[config.mk]
export PLATFORM = sky130hd
export DESIGN_NAME = dmem_arbiter_flat
export DESIGN_NICKNAME = d
export VERILOG_FILES = /design/src/rtl/dmem_arbiter_if.sv /design/src/rtl/dmem_arbiter.sv /design/src/flat_wrapper.sv
export SDC_FILE = /design/constraint.sdc
export NUM_CORES = 1
export LEC_CHECK = 0
export CORE_AREA = 2 2 90 92
export DETAILED_ROUTE_END_ITERATION = 7
export DIE_AREA = 0 0 92 94
export GPL_TIMING_DRIVEN = 1
export PLACE_DENSITY = 0.71
export SLEW_MARGIN = 0
export SYNTH_ARGS = -nofsm -noshare
export SYNTH_HDL_FRONTEND = slang
export SYNTH_SLANG_ARGS = --single-unit
[constraint.sdc]
create_clock -name clk -period 1.7 [get_ports clk]
set_input_delay 0.17 -clock clk [delete_from_list [all_inputs] [get_ports clk]]
set_output_delay 0.17 -clock clk [all_outputs]
set_load 0.03 [all_outputs]
[src/rtl/dmem_arbiter_if.sv]
// Bus bundle for dmem_arbiter.
//   slave  : arbiter view (takes CPU/DMA requests and read data, drives grants and memory strobes)
//   master : requester/memory side (drives CPU/DMA requests and mem_rdata)
// Signals:
//   cpu_req/cpu_we/cpu_addr/cpu_wdata   CPU MEM-stage access
//   cpu_stall/cpu_rvalid/cpu_rdata      CPU stall and read return
//   dma_req/dma_we/dma_addr/dma_wdata   DMA access, held stable until dma_gnt
//   dma_burst                           DMA wants to keep ownership
//   dma_gnt/dma_rvalid/dma_rdata        DMA grant and read return
//   mem_re/mem_we/mem_addr/mem_wdata    single-port data memory access
//   mem_rdata                           memory read data, one cycle after mem_re
interface dmem_arbiter_if #(
    parameter int ADDR_W = 8,
    parameter int DATA_W = 32
);
    logic              cpu_req;
    logic              cpu_we;
    logic [ADDR_W-1:0] cpu_addr;
    logic [DATA_W-1:0] cpu_wdata;
    logic              cpu_stall;
    logic              cpu_rvalid;
    logic [DATA_W-1:0] cpu_rdata;

    logic              dma_req;
    logic              dma_we;
    logic [ADDR_W-1:0] dma_addr;
    logic [DATA_W-1:0] dma_wdata;
    logic              dma_burst;
    logic              dma_gnt;
    logic              dma_rvalid;
    logic [DATA_W-1:0] dma_rdata;

    logic              mem_re;
    logic              mem_we;
    logic [ADDR_W-1:0] mem_addr;
    logic [DATA_W-1:0] mem_wdata;
    logic [DATA_W-1:0] mem_rdata;

    modport slave (
        input  cpu_req, cpu_we, cpu_addr, cpu_wdata,
        output cpu_stall, cpu_rvalid, cpu_rdata,
        input  dma_req, dma_we, dma_addr, dma_wdata, dma_burst,
        output dma_gnt, dma_rvalid, dma_rdata,
        output mem_re, mem_we, mem_addr, mem_wdata,
        input  mem_rdata
    );

    modport master (
        output cpu_req, cpu_we, cpu_addr, cpu_wdata,
        input  cpu_stall, cpu_rvalid, cpu_rdata,
        output dma_req, dma_we, dma_addr, dma_wdata, dma_burst,
        input  dma_gnt, dma_rvalid, dma_rdata,
        input  mem_re, mem_we, mem_addr, mem_wdata,
        output mem_rdata
    );
endinterface

[src/rtl/dmem_arbiter.sv]
// dmem_arbiter: shares the single-port data memory between the CPU MEM stage
// and an external loader/DMA requester.
//   - CPU has fixed priority; a DMA request denied MAX_WAIT cycles in a row is
//     forced ahead of the CPU for exactly one access.
//   - cpu_stall tells the hazard logic to freeze the front of the pipeline.
//   - Read data returns one cycle after the granted read, steered to its owner.
// Optional feature macro: DMEM_BURST_EN
//   defined   : dma_burst lets the DMA keep ownership for up to BURST_MAX grants
//   undefined : dma_burst ignored, ownership FSM stays in IDLE
// Ports:
//   clk   rising-edge clock
//   reset synchronous active-high reset; all outputs forced to 0 while asserted
//   bus   dmem_arbiter_if.slave (CPU, DMA and memory sides)
module dmem_arbiter #(
    parameter int ADDR_W    = 8,
    parameter int DATA_W    = 32,
    parameter int MAX_WAIT  = 4,
    parameter int BURST_MAX = 4
) (
    input  logic           clk,
    input  logic           reset,
    dmem_arbiter_if.slave  bus
);

`ifdef DMEM_BURST_EN
    localparam bit BURST_EN = 1'b1;
`else
    localparam bit BURST_EN = 1'b0;
`endif

    localparam int               CNT_W     = $clog2(BURST_MAX + 1);
    localparam logic [3:0]       WAIT_LIM  = 4'(MAX_WAIT);
    localparam logic [CNT_W-1:0] BURST_LIM = CNT_W'(BURST_MAX);

    typedef enum logic {
        IDLE,
        DMA_OWN
    } state_t;

    state_t           state, state_d;
    logic [3:0]       wait_cnt, wait_cnt_d;
    logic [CNT_W-1:0] burst_cnt, burst_cnt_d;

    logic dma_win;
    logic cpu_gnt;
    logic dma_gnt;
    logic rd_vld_d;
    logic rd_vld_p1;
    logic rd_dma_p1;

    function automatic logic [3:0] wait_sat_inc(input logic [3:0] cnt);
        return (cnt >= WAIT_LIM) ? WAIT_LIM : cnt + 4'd1;
    endfunction

    function automatic logic [CNT_W-1:0] burst_sat_inc(input logic [CNT_W-1:0] cnt);
        return (cnt >= BURST_LIM) ? BURST_LIM : cnt + CNT_W'(1);
    endfunction

    // ---- stage p0: grant and memory command (combinational) ----
    always_comb begin
        dma_win = bus.dma_req &&
                  (wait_cnt == WAIT_LIM || !bus.cpu_req || state == DMA_OWN);
        // Reset blanks every output in the reset cycle, including the grants.
        dma_gnt = !reset && dma_win;
        cpu_gnt = !reset && bus.cpu_req && !dma_win;

        bus.dma_gnt   = dma_gnt;
        bus.cpu_stall = !reset && bus.cpu_req && !cpu_gnt;

        bus.mem_re    = 1'b0;
        bus.mem_we    = 1'b0;
        bus.mem_addr  = '0;
        bus.mem_wdata = '0;
        if (dma_gnt) begin
            bus.mem_re    = !bus.dma_we;
            bus.mem_we    = bus.dma_we;
            bus.mem_addr  = bus.dma_addr;
            bus.mem_wdata = bus.dma_wdata;
        end else if (cpu_gnt) begin
            bus.mem_re    = !bus.cpu_we;
            bus.mem_we    = bus.cpu_we;
            bus.mem_addr  = bus.cpu_addr;
            bus.mem_wdata = bus.cpu_wdata;
        end

        rd_vld_d = (cpu_gnt && !bus.cpu_we) || (dma_gnt && !bus.dma_we);
    end

    // Starvation counter and burst-ownership FSM next state.
    always_comb begin
        if (!bus.dma_req || dma_gnt) wait_cnt_d = 4'd0;
        else                         wait_cnt_d = wait_sat_inc(wait_cnt);

        state_d     = state;
        burst_cnt_d = burst_cnt;
        case (state)
            IDLE: begin
                burst_cnt_d = '0;
                // The entering grant is the first of the burst.
                if (BURST_EN && dma_gnt && bus.dma_burst && BURST_LIM > CNT_W'(1)) begin
                    state_d     = DMA_OWN;
                    burst_cnt_d = CNT_W'(1);
                end
            end
            DMA_OWN: begin
                if (dma_gnt && bus.dma_burst && burst_sat_inc(burst_cnt) < BURST_LIM) begin
                    burst_cnt_d = burst_sat_inc(burst_cnt);
                end else begin
                    state_d     = IDLE;
                    burst_cnt_d = '0;
                end
            end
            default: begin
                state_d     = IDLE;
                burst_cnt_d = '0;
            end
        endcase
    end

    always_ff @(posedge clk) begin
        if (reset) begin
            state     <= IDLE;
            wait_cnt  <= 4'd0;
            burst_cnt <= '0;
            rd_vld_p1 <= 1'b0;
        end else begin
            state     <= state_d;
            wait_cnt  <= wait_cnt_d;
            burst_cnt <= burst_cnt_d;
            rd_vld_p1 <= rd_vld_d;
        end
    end

    // Owner tag is only meaningful while rd_vld_p1 is set.
    always_ff @(posedge clk) begin
        rd_dma_p1 <= dma_gnt;
    end

    // ---- stage p1: read return ----
    always_comb begin
        bus.cpu_rvalid = !reset && rd_vld_p1 && !rd_dma_p1;
        bus.dma_rvalid = !reset && rd_vld_p1 && rd_dma_p1;
        bus.cpu_rdata  = bus.cpu_rvalid ? bus.mem_rdata : '0;
        bus.dma_rdata  = bus.dma_rvalid ? bus.mem_rdata : '0;
    end

endmodule
[src/flat_wrapper.sv]
// flat-port wrapper written by rule: the top's interface ports become plain ports
module dmem_arbiter_flat 
#(
    parameter int ADDR_W    = 8,
    parameter int DATA_W    = 32,
    parameter int MAX_WAIT  = 4,
    parameter int BURST_MAX = 4
)
  (clk, reset, bus_cpu_req, bus_cpu_we, bus_cpu_addr, bus_cpu_wdata, bus_cpu_stall, bus_cpu_rvalid, bus_cpu_rdata, bus_dma_req, bus_dma_we, bus_dma_addr, bus_dma_wdata, bus_dma_burst, bus_dma_gnt, bus_dma_rvalid, bus_dma_rdata, bus_mem_re, bus_mem_we, bus_mem_addr, bus_mem_wdata, bus_mem_rdata);
  dmem_arbiter_if #(.ADDR_W(ADDR_W), .DATA_W(DATA_W)) bus_i ();
  input  logic clk;
  input  logic reset;
  input wire logic [$bits(bus_i.cpu_req)-1:0] bus_cpu_req;
  input wire logic [$bits(bus_i.cpu_we)-1:0] bus_cpu_we;
  input wire logic [$bits(bus_i.cpu_addr)-1:0] bus_cpu_addr;
  input wire logic [$bits(bus_i.cpu_wdata)-1:0] bus_cpu_wdata;
  output wire logic [$bits(bus_i.cpu_stall)-1:0] bus_cpu_stall;
  output wire logic [$bits(bus_i.cpu_rvalid)-1:0] bus_cpu_rvalid;
  output wire logic [$bits(bus_i.cpu_rdata)-1:0] bus_cpu_rdata;
  input wire logic [$bits(bus_i.dma_req)-1:0] bus_dma_req;
  input wire logic [$bits(bus_i.dma_we)-1:0] bus_dma_we;
  input wire logic [$bits(bus_i.dma_addr)-1:0] bus_dma_addr;
  input wire logic [$bits(bus_i.dma_wdata)-1:0] bus_dma_wdata;
  input wire logic [$bits(bus_i.dma_burst)-1:0] bus_dma_burst;
  output wire logic [$bits(bus_i.dma_gnt)-1:0] bus_dma_gnt;
  output wire logic [$bits(bus_i.dma_rvalid)-1:0] bus_dma_rvalid;
  output wire logic [$bits(bus_i.dma_rdata)-1:0] bus_dma_rdata;
  output wire logic [$bits(bus_i.mem_re)-1:0] bus_mem_re;
  output wire logic [$bits(bus_i.mem_we)-1:0] bus_mem_we;
  output wire logic [$bits(bus_i.mem_addr)-1:0] bus_mem_addr;
  output wire logic [$bits(bus_i.mem_wdata)-1:0] bus_mem_wdata;
  input wire logic [$bits(bus_i.mem_rdata)-1:0] bus_mem_rdata;
  assign bus_i.cpu_req = bus_cpu_req;
  assign bus_i.cpu_we = bus_cpu_we;
  assign bus_i.cpu_addr = bus_cpu_addr;
  assign bus_i.cpu_wdata = bus_cpu_wdata;
  assign bus_cpu_stall = bus_i.cpu_stall;
  assign bus_cpu_rvalid = bus_i.cpu_rvalid;
  assign bus_cpu_rdata = bus_i.cpu_rdata;
  assign bus_i.dma_req = bus_dma_req;
  assign bus_i.dma_we = bus_dma_we;
  assign bus_i.dma_addr = bus_dma_addr;
  assign bus_i.dma_wdata = bus_dma_wdata;
  assign bus_i.dma_burst = bus_dma_burst;
  assign bus_dma_gnt = bus_i.dma_gnt;
  assign bus_dma_rvalid = bus_i.dma_rvalid;
  assign bus_dma_rdata = bus_i.dma_rdata;
  assign bus_mem_re = bus_i.mem_re;
  assign bus_mem_we = bus_i.mem_we;
  assign bus_mem_addr = bus_i.mem_addr;
  assign bus_mem_wdata = bus_i.mem_wdata;
  assign bus_i.mem_rdata = bus_mem_rdata;
  dmem_arbiter #(.ADDR_W(ADDR_W), .DATA_W(DATA_W), .MAX_WAIT(MAX_WAIT), .BURST_MAX(BURST_MAX)) u_core (.clk(clk), .reset(reset), .bus(bus_i));
endmodule
; ---- After elaboration in Yosys (flattened, before gate mapping)
; Index checks and enable logic that the tools add are counted.
[totals]
input_bits = 119
out_inout_bits = 110
regBits = 10
[op_classes]
addsub = 2
eq_ne = 1
order_cmp = 3
n_mux = 15
reduce_logical = 27
bitwise_logic = 1
[ops]
columns = cell, count
row1 = 32-bit two-way mux, 4
row2 = 8-bit two-way mux, 2
row3 = 1-bit logical AND, 12
row4 = 3-bit two-way mux, 3
row5 = 1-bit zero test, 8
row6 = 3-bit case mux with 2 select lines, 1
row7 = 1-bit two-way mux, 5
row8 = 4-bit by 1-bit adder with 4-bit output (second input constant), 1
row9 = 4-bit by 3-bit == test with 1-bit output (second input constant), 1
row10 = 4-bit by 3-bit greater-or-equal comparator with 1-bit output (second input constant), 1
row11 = 1-bit logical OR, 4
row12 = 2-bit OR reduction, 2
row13 = 3-bit by 1-bit adder with 3-bit output (second input constant), 1
row14 = 3-bit greater-or-equal comparator (second input constant), 1
row15 = 3-bit < comparator (second input constant), 1
row16 = 3-bit OR reduction, 1
row17 = 1-bit NOT, 1

; ---- Depth between registers and ports, before layout
[logic_depth]
depth_word = 9
ltp_mapped = 7

; ---- Worst setup path before layout
; Ideal clock, no wire load.
[synth_timing]
kind = register -> output
start = register u_core.wait_cnt[0]
end = output port bus_mem_wdata[11]
arrival_time_ps = 1710
path_slack_ps = -180
stages_incl_launch_ff = 8
path_buffers = 2
path_cell_list = dfxtp_1 > inv_1 > ha_1 > nand4b_1 > o21a_1 > buf_6 > buf_6 > mux2i_1
[synth_via]
elab_chain_cells = 8
elab_cells_between_ends = 9
classes_between = eq/ne (1) / mux (2) / reduce/logical (6)
[synth_rtl]
columns = item, line
row1 = "start, declared", dmem_arbiter.sv:41  ; logic [3:0] wait_cnt, wait_cnt_d;
row2 = "start signal, assigned", dmem_arbiter.sv:128  ; wait_cnt <= wait_cnt_d;
row3 = 4-bit by 3-bit == test with 1-bit output *, dmem_arbiter.sv:62  ; (wait_cnt == WAIT_LIM || !bus.cpu_req || state == DMA_OWN);
row4 = 1-bit logical OR * (2 in a row), dmem_arbiter.sv:62
row5 = 1-bit logical AND *, dmem_arbiter.sv:61  ; dma_win = bus.dma_req &&
row6 = 1-bit zero test, dmem_arbiter.sv:65  ; cpu_gnt = !reset && bus.cpu_req && !dma_win;
row7 = 1-bit logical AND, dmem_arbiter.sv:65
row8 = 32-bit two-way mux, dmem_arbiter.sv:79  ; end else if (cpu_gnt) begin
row9 = 32-bit two-way mux *, dmem_arbiter.sv:74  ; if (dma_gnt) begin
row10 = "end, declared", flat_wrapper.sv:31  ; output wire logic [$bits(bus_i.mem_wdata)-1:0] bus_mem_wdata;
; Every way passes the cells marked *; elsewhere a longest branch is shown, timed or not.

; ---- Final worst setup path
[layout_timing]
start = register u_core.wait_cnt[0]
end = output port bus_mem_wdata[31]
; Same word-level chain as after synthesis.

==> results_dict.tcl <==
set metrics [dict create \
    grt-ovfl-total 0 \
    ys.flop_type "dfxtp_1" \
    critPathArrivalTime_ns 1.78 \
    synth-seq-area-share 0.115 \
    clockBufferDepth 2 \
    status "complete, but fails checks" \
    slew_violations 0 \
    num_rows 32 \
    avgSynthCellArea_um2 6.83 \
    antenna_found_initial 0 \
    dpl.hpwl_um 6290 \
    root_buffer "clkbuf_8" \
    clock_sinks 10 \
    min_period_ns 1.95 \
    setup_ws_ns -0.246 \
    critPathKind "flop to output port" \
    syn_inst 255 \
    area_delta_synth_final_pct 155 \
    synth_edf_count 0 \
    die_h_um 94 \
    start_util 0.229 \
    core_um2 7610 \
    fin_worst_skew_ns 0.00224 \
    drc_errors 0 \
    nets 602 \
    antennaDiodeCount 0 \
    reg2regPathDepth 6 \
    grt_first_pass_wirelength_um 12100 \
    worstSkewPairLatency_ns 0.23 \
    grt.total_usage 0.172 \
    fin_util 0.584 \
    cp.required_ns 1.53 \
    peakVddDrop_mv 0.235 \
    hold_viol_final 0 \
    cp-end-kind "output port" \
    hold_class "input port to flop" \
    yosysWarningCount 0 \
    fin_crit_sh 1.14 \
    drt_first_iter_violations 52 \
    critPathMaxFanout 7 \
    worstHoldStart "reset" \
    io_buffers 228 \
    ys_seq_elements 10 \
    die-area_um2 8650 \
    setup_violations 43 \
    cp-start-kind "flop" \
    ant_nets 0 \
    io_pins 229 \
    htreeDepth 1 \
    final_common_cell "clkdlybuf4s50_1" \
    grt_pass1_vias 2486 \
    finalPower_mw 1.48 \
    power.density_nw_per_um2 333 \
    grt_max_degree 44 \
    routedWlPerCell_um 13.6 \
    path_clk_slew_ns 0.04 \
    min_path_cells 3 \
    rr_startpoint "u_core.wait_cnt[0]" \
    via_per_inst 4.37 \
    min_to "u_core.rd_dma_p1" \
    post_synth_instance_area_um2 1740 \
    reg2reg_setup_slack_ns 0.27 \
    timing.rr.end "u_core.rd_vld_p1" \
    mostFrequentLayoutCells "clkdlybuf4s50_1 (117), buf_4 (92), and2_1 (64)" \
    dr.pass1.iters 6 \
    gp_congestion 0.727 \
    routed_wl_um 7860 \
    synth_cell_types 25 \
    async_flop_share 0 \
    rsz0062_at_grt "true" \
    drive_above_1_share 0.373 \
    violations "setup timing" \
    cts_tree "built" \
    die_w_um 92 \
    num_vias 2530 \
    max_cap_viol_count 0 \
    leakage_nw 1.97 \
    fmax_mhz 514 \
    cts_made_buffers 3 \
]
==> worst max-delay path by stage <==
stage | cells past startpoint | endpoint | startpoint
floorplan | 6 | bus_mem_addr[0] | u_core.wait_cnt[0]
global placement | 6 | bus_mem_wdata[26] | bus_cpu_req
detailed placement | 5 | bus_mem_re | bus_cpu_req
CTS | 8 | bus_mem_wdata[31] | u_core.wait_cnt[1]
global route | 8 | bus_mem_wdata[10] | u_core.wait_cnt[1]
finish | 8 | bus_mem_wdata[31] | u_core.wait_cnt[0]
==> kinds of logic (layout without fill, tap and decap cells) <==
kind of cell,after synthesis,in the layout,share of synthesized area
DFF,10,10,0.115
other,1,2,0.00215
buffers and inverters,33,254,0.0955
muxes,43,43,0.248
adders and majority gates,4,4,0.0287
and+or+nand+nor,163,163,0.506
AOI/OAI and AO/OA,1,1,0.00431
==> critical path: stages (launching register included) <==
cell and delay (ns):
dfxtp_2 0.32, inv_2 0.04, ha_4 0.14, nand4b_1 0.12, o21a_4 0.21, buf_12 0.12
buf_12 0.15, mux2i_2 0.23, buf_4 0.19
==> power breakdown <==
| group | leakage (nW) | internal, mW | switching (mW) |
|---|---|---|---|
| clock network | 0.0216 | 0.154 | 0.0853 |
| registers | 0.0828 | 0.242 | 0.00380 |
| logic | 1.86 | 0.546 | 0.447 |
==> metal layers <==
metal	global-route usage	vias up	routed length [um]
met5	0	-	0
met4	0.0510	0	140
met3	0.0361	13	537
met2	0.324	115	4250
met1	0.194	1105	2930
li1	-	1297	-
==> through the flow <==
stage	instances	setup WS [ns]	cell area, um^2	hold slack [ns]	setup TNS (ns)
floorplan	256	-0.117	2060	0.345	-0.911
global placement	572	-0.116	4210	0.452	-3.12
detailed placement	572	-0.132	4210	0.456	-3.59
CTS	581	-0.238	4460	0.459	-8.23
global route	579	-0.322	4440	0.427	-11.56
finish	579	-0.246	4440	0.391	-7.29
==> state kept, by name, indices dropped and copies added (netlist names) <==
| register | cells |
|---|---|
| u_core.state | 1 |
| u_core.rd_vld_p1 | 1 |
| u_core.rd_dma_p1 | 1 |
| u_core.wait_cnt | 4 |
| u_core.burst_cnt | 3 |
==> synth_stat cells, drive strengths merged (2+ instances only) <==
cell,instances,area share
nand3,41,0.12
inv,7,0.015
clkbuf,16,0.034
dfxtp,10,0.11
mux2,2,0.013
buf,10,0.046
nor2,3,0.0065
nor3b,3,0.016
and2,64,0.23
nor3,2,0.0057
nand2,41,0.088
nor4,3,0.011
ha,4,0.029
mux2i,41,0.24
==> area by class of cell <==
cell class              instances  area [um^2]
flip-flops and latches         10          203
multi-input cells             213         1720
fillers                       698         3170
clock buffers                   3         41.3
well taps                     102          128
inverters                       7         26.3
repair buffers                244         2320
==> what timing repair did <==
action,in CTS,in global routing
setup buffers,4,0
hold buffers,0,0
gates resized for setup,31,9
pin swaps,1,1
cloned,2,0
endpoints found under the setup margin,44,76
(Power assumes the default switching activity.)
